## src/rtl/usb_ep_router_pkg.sv

```systemverilog
// usb_ep_router shared definitions: FSM states, token direction codes,
// endpoint-number width.
package usb_ep_router_defs;

  typedef enum logic [1:0] {
    ST_IDLE = 2'd0,
    ST_IN   = 2'd1,
    ST_OUT  = 2'd2,
    ST_DROP = 2'd3
  } state_t;

  localparam logic TOK_DIR_IN  = 1'b1;
  localparam logic TOK_DIR_OUT = 1'b0;
  localparam int   EP_W        = 4;

endpackage

```

## src/rtl/usb_ep_router_pkt_limit.sv

```systemverilog
// usb_ep_pkt_limit: IN byte counter; last flags the final beat that
// still fits in one MAX_PACKET-sized USB packet.
module usb_ep_pkt_limit #(
  parameter int MAX_PACKET = 512
) (
  input  logic clock,
  input  logic reset,
  input  logic beat,
  input  logic clear,
  output logic last
);

  localparam int CW = $clog2(MAX_PACKET);
  localparam logic [CW-1:0] LAST_IDX = CW'(MAX_PACKET - 1);

  logic [CW-1:0] cnt;

  // count accepted beats; clear wins so a new transfer starts at 0
  always_ff @(posedge clock or posedge reset) begin
    if (reset) begin
      cnt <= '0;
    end else if (clear) begin
      cnt <= '0;
    end else if (beat) begin
      cnt <= cnt + 1'b1;
    end
  end

  assign last = (cnt == LAST_IDX);

endmodule

```

## src/rtl/usb_ep_router.sv

```systemverilog
// usb_ep_router: N-endpoint bulk router, IN N:1 mux / OUT 1:N demux.
// Optional counters: define USB_EP_ROUTER_STATS_EN.
module usb_ep_router
  import usb_ep_router_defs::*;
#(
  parameter int NUM_EPS    = 2,
  parameter int EP_BASE    = 1,
  parameter int WIDTH      = 8,
  parameter int MAX_PACKET = 512
) (
  input  logic                     clock,
  input  logic                     reset,
  input  logic                     tok_start_i,
  input  logic                     tok_dir_i,
  input  logic [EP_W-1:0]          tok_endp_i,
  input  logic                     abort_i,
  output logic                     busy_o,
  output logic                     done_o,
  output logic                     stall_o,
  output logic [NUM_EPS-1:0]       ep_ready_o,
`ifdef USB_EP_ROUTER_STATS_EN
  output logic [NUM_EPS*16-1:0]    stat_pkts_o,
  output logic [15:0]              stat_drop_o,
`endif
  input  logic [NUM_EPS-1:0]       s_axis_tvalid_i,
  output logic [NUM_EPS-1:0]       s_axis_tready_o,
  input  logic [NUM_EPS-1:0]       s_axis_tlast_i,
  input  logic [NUM_EPS*WIDTH-1:0] s_axis_tdata_i,
  output logic                     usb_tvalid_o,
  input  logic                     usb_tready_i,
  output logic                     usb_tlast_o,
  output logic [WIDTH-1:0]         usb_tdata_o,
  input  logic                     usb_tvalid_i,
  output logic                     usb_tready_o,
  input  logic                     usb_tlast_i,
  input  logic [WIDTH-1:0]         usb_tdata_i,
  output logic [NUM_EPS-1:0]       m_axis_tvalid_o,
  input  logic [NUM_EPS-1:0]       m_axis_tready_i,
  output logic [NUM_EPS-1:0]       m_axis_tlast_o,
  output logic [WIDTH-1:0]         m_axis_tdata_o
);

  localparam int SW = (NUM_EPS > 1) ? $clog2(NUM_EPS) : 1;

  state_t        state_q, state_d;
  logic [SW-1:0] sel_q, sel_d;
  logic          done_d, stall_d;
  logic          in_beat, pkt_clear, pkt_last;
  logic [4:0]    endp_ext;
  logic          idx_ok;
  logic [SW-1:0] idx;

  assign endp_ext = {1'b0, tok_endp_i};
  assign idx_ok   = (endp_ext >= 5'(EP_BASE)) &&
                    (endp_ext <  5'(EP_BASE + NUM_EPS));
  assign idx      = SW'(endp_ext - 5'(EP_BASE));

  assign busy_o     = (state_q != ST_IDLE);
  assign ep_ready_o = s_axis_tvalid_i;
  assign pkt_clear  = (state_q != ST_IN);

  usb_ep_pkt_limit #(
    .MAX_PACKET(MAX_PACKET)
  ) u_limit (
    .clock(clock),
    .reset(reset),
    .beat (in_beat),
    .clear(pkt_clear),
    .last (pkt_last)
  );

  // state, channel select and the registered completion pulses
  always_ff @(posedge clock or posedge reset) begin
    if (reset) begin
      state_q <= ST_IDLE;
      sel_q   <= '0;
      done_o  <= 1'b0;
      stall_o <= 1'b0;
    end else begin
      state_q <= state_d;
      sel_q   <= sel_d;
      done_o  <= done_d;
      stall_o <= stall_d;
    end
  end

  // token decode, routing and transfer-end detection
  always_comb begin
    state_d         = state_q;
    sel_d           = sel_q;
    done_d          = 1'b0;
    stall_d         = 1'b0;
    in_beat         = 1'b0;
    s_axis_tready_o = '0;
    usb_tvalid_o    = 1'b0;
    usb_tlast_o     = 1'b0;
    usb_tdata_o     = '0;
    usb_tready_o    = 1'b0;
    m_axis_tvalid_o = '0;
    m_axis_tlast_o  = '0;
    m_axis_tdata_o  = '0;
    unique case (state_q)
      ST_IDLE: begin
        if (tok_start_i) begin
          if (tok_dir_i == TOK_DIR_IN) begin
            if (idx_ok) begin
              state_d = ST_IN;
              sel_d   = idx;
            end else begin
              stall_d = 1'b1;
            end
          end else if (idx_ok) begin
            state_d = ST_OUT;
            sel_d   = idx;
          end else begin
            state_d = ST_DROP;
          end
        end
      end
      ST_IN: begin
        usb_tvalid_o = s_axis_tvalid_i[sel_q];
        usb_tdata_o  = s_axis_tdata_i[int'(sel_q)*WIDTH +: WIDTH];
        usb_tlast_o  = s_axis_tlast_i[sel_q] | pkt_last;
        s_axis_tready_o[sel_q] = usb_tready_i;
        in_beat = usb_tvalid_o & usb_tready_i;
        if (in_beat && usb_tlast_o) begin
          done_d  = 1'b1;
          state_d = ST_IDLE;
        end
      end
      ST_OUT: begin
        m_axis_tvalid_o[sel_q] = usb_tvalid_i;
        m_axis_tlast_o[sel_q]  = usb_tlast_i;
        m_axis_tdata_o         = usb_tdata_i;
        usb_tready_o           = m_axis_tready_i[sel_q];
        if (usb_tvalid_i && usb_tready_o && usb_tlast_i) begin
          done_d  = 1'b1;
          state_d = ST_IDLE;
        end
      end
      ST_DROP: begin
        usb_tready_o = 1'b1;
        if (usb_tvalid_i && usb_tlast_i) begin
          state_d = ST_IDLE;
        end
      end
      default: state_d = ST_IDLE;
    endcase
    if (abort_i) begin
      state_d = ST_IDLE;
      done_d  = 1'b0;
      stall_d = 1'b0;
    end
  end

`ifdef USB_EP_ROUTER_STATS_EN
  logic drop_beat;
  assign drop_beat = (state_q == ST_DROP) & usb_tvalid_i;

  // per-channel transfer counts (wrapping) and dropped beats (saturating)
  always_ff @(posedge clock or posedge reset) begin
    if (reset) begin
      stat_pkts_o <= '0;
      stat_drop_o <= '0;
    end else begin
      if (done_d) begin
        stat_pkts_o[int'(sel_q)*16 +: 16] <=
          stat_pkts_o[int'(sel_q)*16 +: 16] + 16'd1;
      end
      if (drop_beat && stat_drop_o != 16'hFFFF) begin
        stat_drop_o <= stat_drop_o + 16'd1;
      end
    end
  end
`endif

endmodule

```

## config.mk

```make
export PLATFORM = sky130hd
export DESIGN_NAME = usb_ep_router
export DESIGN_NICKNAME = d
export VERILOG_FILES = /design/src/rtl/usb_ep_router_pkg.sv /design/src/rtl/usb_ep_router_pkt_limit.sv /design/src/rtl/usb_ep_router.sv
export SDC_FILE = /design/constraint.sdc
export NUM_CORES = 1
export LEC_CHECK = 0
export CAP_MARGIN = 0
export CELL_PAD_IN_SITES_DETAIL_PLACEMENT = 0
export CELL_PAD_IN_SITES_GLOBAL_PLACEMENT = 1
export CORE_UTILIZATION = 42
export CTS_CLUSTER_DIAMETER = 200
export DETAILED_ROUTE_END_ITERATION = 10
export DONT_BUFFER_PORTS = 1
export PLACE_DENSITY_LB_ADDON = 0.1
export SLEW_MARGIN = 20
export SYNTH_ARGS = -nofsm -noshare
export SYNTH_HDL_FRONTEND = slang
export SYNTH_SLANG_ARGS = --single-unit
```

## constraint.sdc

```tcl
create_clock -name clock -period 2.1 [get_ports clock]
set_input_delay 0.42 -clock clock [delete_from_list [all_inputs] [get_ports clock]]
set_output_delay 0.42 -clock clock [all_outputs]
set_load 0.01 [all_outputs]
```

==> out/qor.txt <==
Row cnt -> 18
Met2 GRT Util -> 0.299
Post-synth cell types -> 35
CTS tree -> built
Die Width -> 54.3 um
Share of the synthesized area in the top cell type -> 0.305
Area grow syn2layout -> 5.13%
DR WL/cell -> 15.1 um
CP endpoint kind -> primary output
FMAX -> 505 MHz
H-tree depth -> 1
Vias per cell -> 5.80
Worst rel slew slack -> 0.638
Slew @ Worst Pin -> 0.542 ns
Crit path required time -> 1.68 ns
Most used DFF post-synth -> dfrtp_1
GP Congestion -> 0.755
Count leader, synth -> nor2_1
TritonRoute pass-1 iters -> 4
Post-synthesis sequential area ratio -> 0.305
Total Wirelength -> 2520 um
Post-layout min period -> 1.98 ns
Initial antenna violation count -> 0
Vias in the first global route -> 828
Routed Antenna Nets -> 0
Area of the multi-input gates -> 722 sq um
GRT met1 Usage -> 0.215
Detailed placer's ending HPWL -> 1970 um
#FFs+latches synth -> 14
Setup TNS -> 0 ns
# setup viols final -> 0
Yosys top cell by area -> dfrtp_1
Final hold violation count -> 0
Power Density -> 932 nW/um^2
Initial Util -> 0.455
Diodes inserted -> 0
Die H -> 54.3 um
Global routing's busiest layer -> met2
Post-Syn Area -> 1150 sq um
Root Driver -> clkbuf_4
Input/output buffers -> 0
Fin Clk Skew -> 0.00512 ns
DRC viols -> 0
Post-synth top cells -> nor2_1 (22), dfrtp_1 (14), nand2_1 (13)
Syn. warnings -> 0
Worst Path Max Fanout -> 6
Worst reg2reg startpoint -> u_limit.cnt[2]
Register area -> 350 sq um
Nets -> 187
EDFF count, synth -> 0
Final core occ -> 0.478
Hold Path Class -> input pin to async pin
Global-route wire length before repair -> 3530 um
# clock sinks -> 14
Slew Limit Fails -> 0
Mean Syn Cell Area -> 8.31 sq um
Outcome -> finished, final reports clean
Layout cell share with drive strength beyond 1 -> 0.124
Maximum VDD drop -> 0.000511 V
Aggregate global routing overflow -> 0
Crit path arrival time -> 1.56 ns
Tcrit/Tclk final -> 0.943
DR vias -> 968
Clock-pin slew on the worst setup and hold paths -> 0.09 ns
Setup CP Type -> flop to primary output
Fillcell total -> 243
Cells after Synth -> 138
Number of max-cap violations -> 0
CTS Buf Count -> 3
RSZ-0062 raised after global routing -> false
Clock Path Buffers -> 2
Total track usage -> 0.175
Synthesized net count -> 187
Met3 Track Usage GR -> 0.0361
CP Launch Type -> flop
Largest net degree at the start of global routing -> 15
CORE AREA -> 2520 sq um
Critical Path Source -> state_q[1]
Die area -> 2940 sq um
Fraction of registers with async set/reset -> 1.00
Leakage Power -> 0.533 nW
Post-CTS Setup Bufs -> 0
Ranking of synthesized cells by area -> dfrtp_1 (31%), mux2i_1 (8.7%), ha_1 (7.6%), nor2_1 (7.2%), and2_1 (6.5%)
Hold Buf Count CTS -> 0
IO Count -> 72
DRT iter0 DRCs -> 17
Clock Latency Late Sink -> 0.28 ns
where the power goes:
group          switching [mW]  internal [mW]  total (mW)
Sequential             0.0511          0.297       0.348
Combinational           0.359          0.223       0.582
Clock                  0.0887          0.105       0.194
Total                   0.499          0.625        1.12
cell type report:
type	instances	share of cell area
timing repair buffer	2	0.0124
sequential	14	0.290
timing repair inverter	1	0.00622
inverter	9	0.0311
tap	30	0.0311
clock buffer	4	0.0301
multi-input combinational	107	0.599
placed cells by master (no fill, tap or decap), types with 2 or more instances in the layout:
| cell | synthesis | final |
|---|---|---|
| nand2_1 | 13 | 13 |
| nand3_1 | 3 | 3 |
| nor2b_1 | 2 | 2 |
| xor2_1 | 6 | 6 |
| dfrtp_1 | 14 | 14 |
| ha_2 | 0 | 2 |
| buf_4 | 2 | 2 |
| or3_1 | 3 | 3 |
| o21ai_0 | 3 | 3 |
| nor2_1 | 22 | 21 |
| and2_1 | 12 | 12 |
| clkinvlp_4 | 0 | 2 |
| mux2i_1 | 10 | 10 |
| clkbuf_4 | 0 | 3 |
| inv_1 | 8 | 8 |
| a21oi_1 | 4 | 4 |
| ha_1 | 7 | 5 |
| nand4_1 | 5 | 5 |
path summary, 6_finish.rpt:
| check | cells past startpoint | slack [ns] | endpoint |
|---|---|---|---|
| setup / recovery | 4 | 0.12 | usb_tdata_o[2] |
| hold / removal | 1 | 0.06 | sel_q |
| setup reg to reg | 7 | 0.29 | state_q[0] |
| hold reg to reg | 2 | 0.54 | u_limit.cnt[8] |
| max in group asynchronous | 1 | 1.68 | u_limit.cnt[6] |
| min in group clock | 1 | 0.19 | stall_o |
per-layer routing:
layer	vias to the layer above	part of all wire
li1	465	-
met1	431	0.45
met2	70	0.46
met3	2	0.090
met4	0	0.0040
met5	-	0
through the flow:
| step | hold WS, ns | power [mW] | instances | setup slack (ns) | area [sq um] |
|---|---|---|---|---|---|
| after detailed placement | 0.390 | 0.901 | 162 | 0.312 | 1150 |
| after CTS | 0.0757 | 1.10 | 166 | 0.0128 | 1180 |
| after global placement | 0.387 | 0.895 | 162 | 0.330 | 1150 |
| final | 0.0609 | 1.12 | 167 | 0.120 | 1210 |
| after global routing | 0.0976 | 1.22 | 167 | 0.00529 | 1210 |
| after floorplan | 0.309 | 0.823 | 138 | 0.371 | 1150 |
state kept, by name, summed over array words and instances, names as in the netlist:
name         flops
state_q          2
u_limit.cnt      9
done_o           1
sel_q            1
stall_o          1
cell families (layout without fill, tap and decap cells):
kind of cell	Yosys count	count (layout)	share of synthesized area
AOI/OAI and AO/OA	14	14	0.0862
xor gates and xnor gates	7	7	0.0534
adders and majority gates	7	7	0.0763
buffers and inverters	17	16	0.0763
DFF	14	14	0.305
muxes	12	12	0.110
and+or+nand+nor	67	67	0.292
what timing repair did:
action                                  CTS  global route
endpoints found under the setup margin    0            13
resized for setup                         0             6
hold endpoints to repair                  0             0
critical path, cell delays in order (launching register included):
cell and delay, ns:
dfrtp_1 0.42, inv_1 0.12, ha_2 0.29, clkinvlp_4 0.21, nor2_1 0.25
No activity file was read; power rests on OpenSTA's default activity.
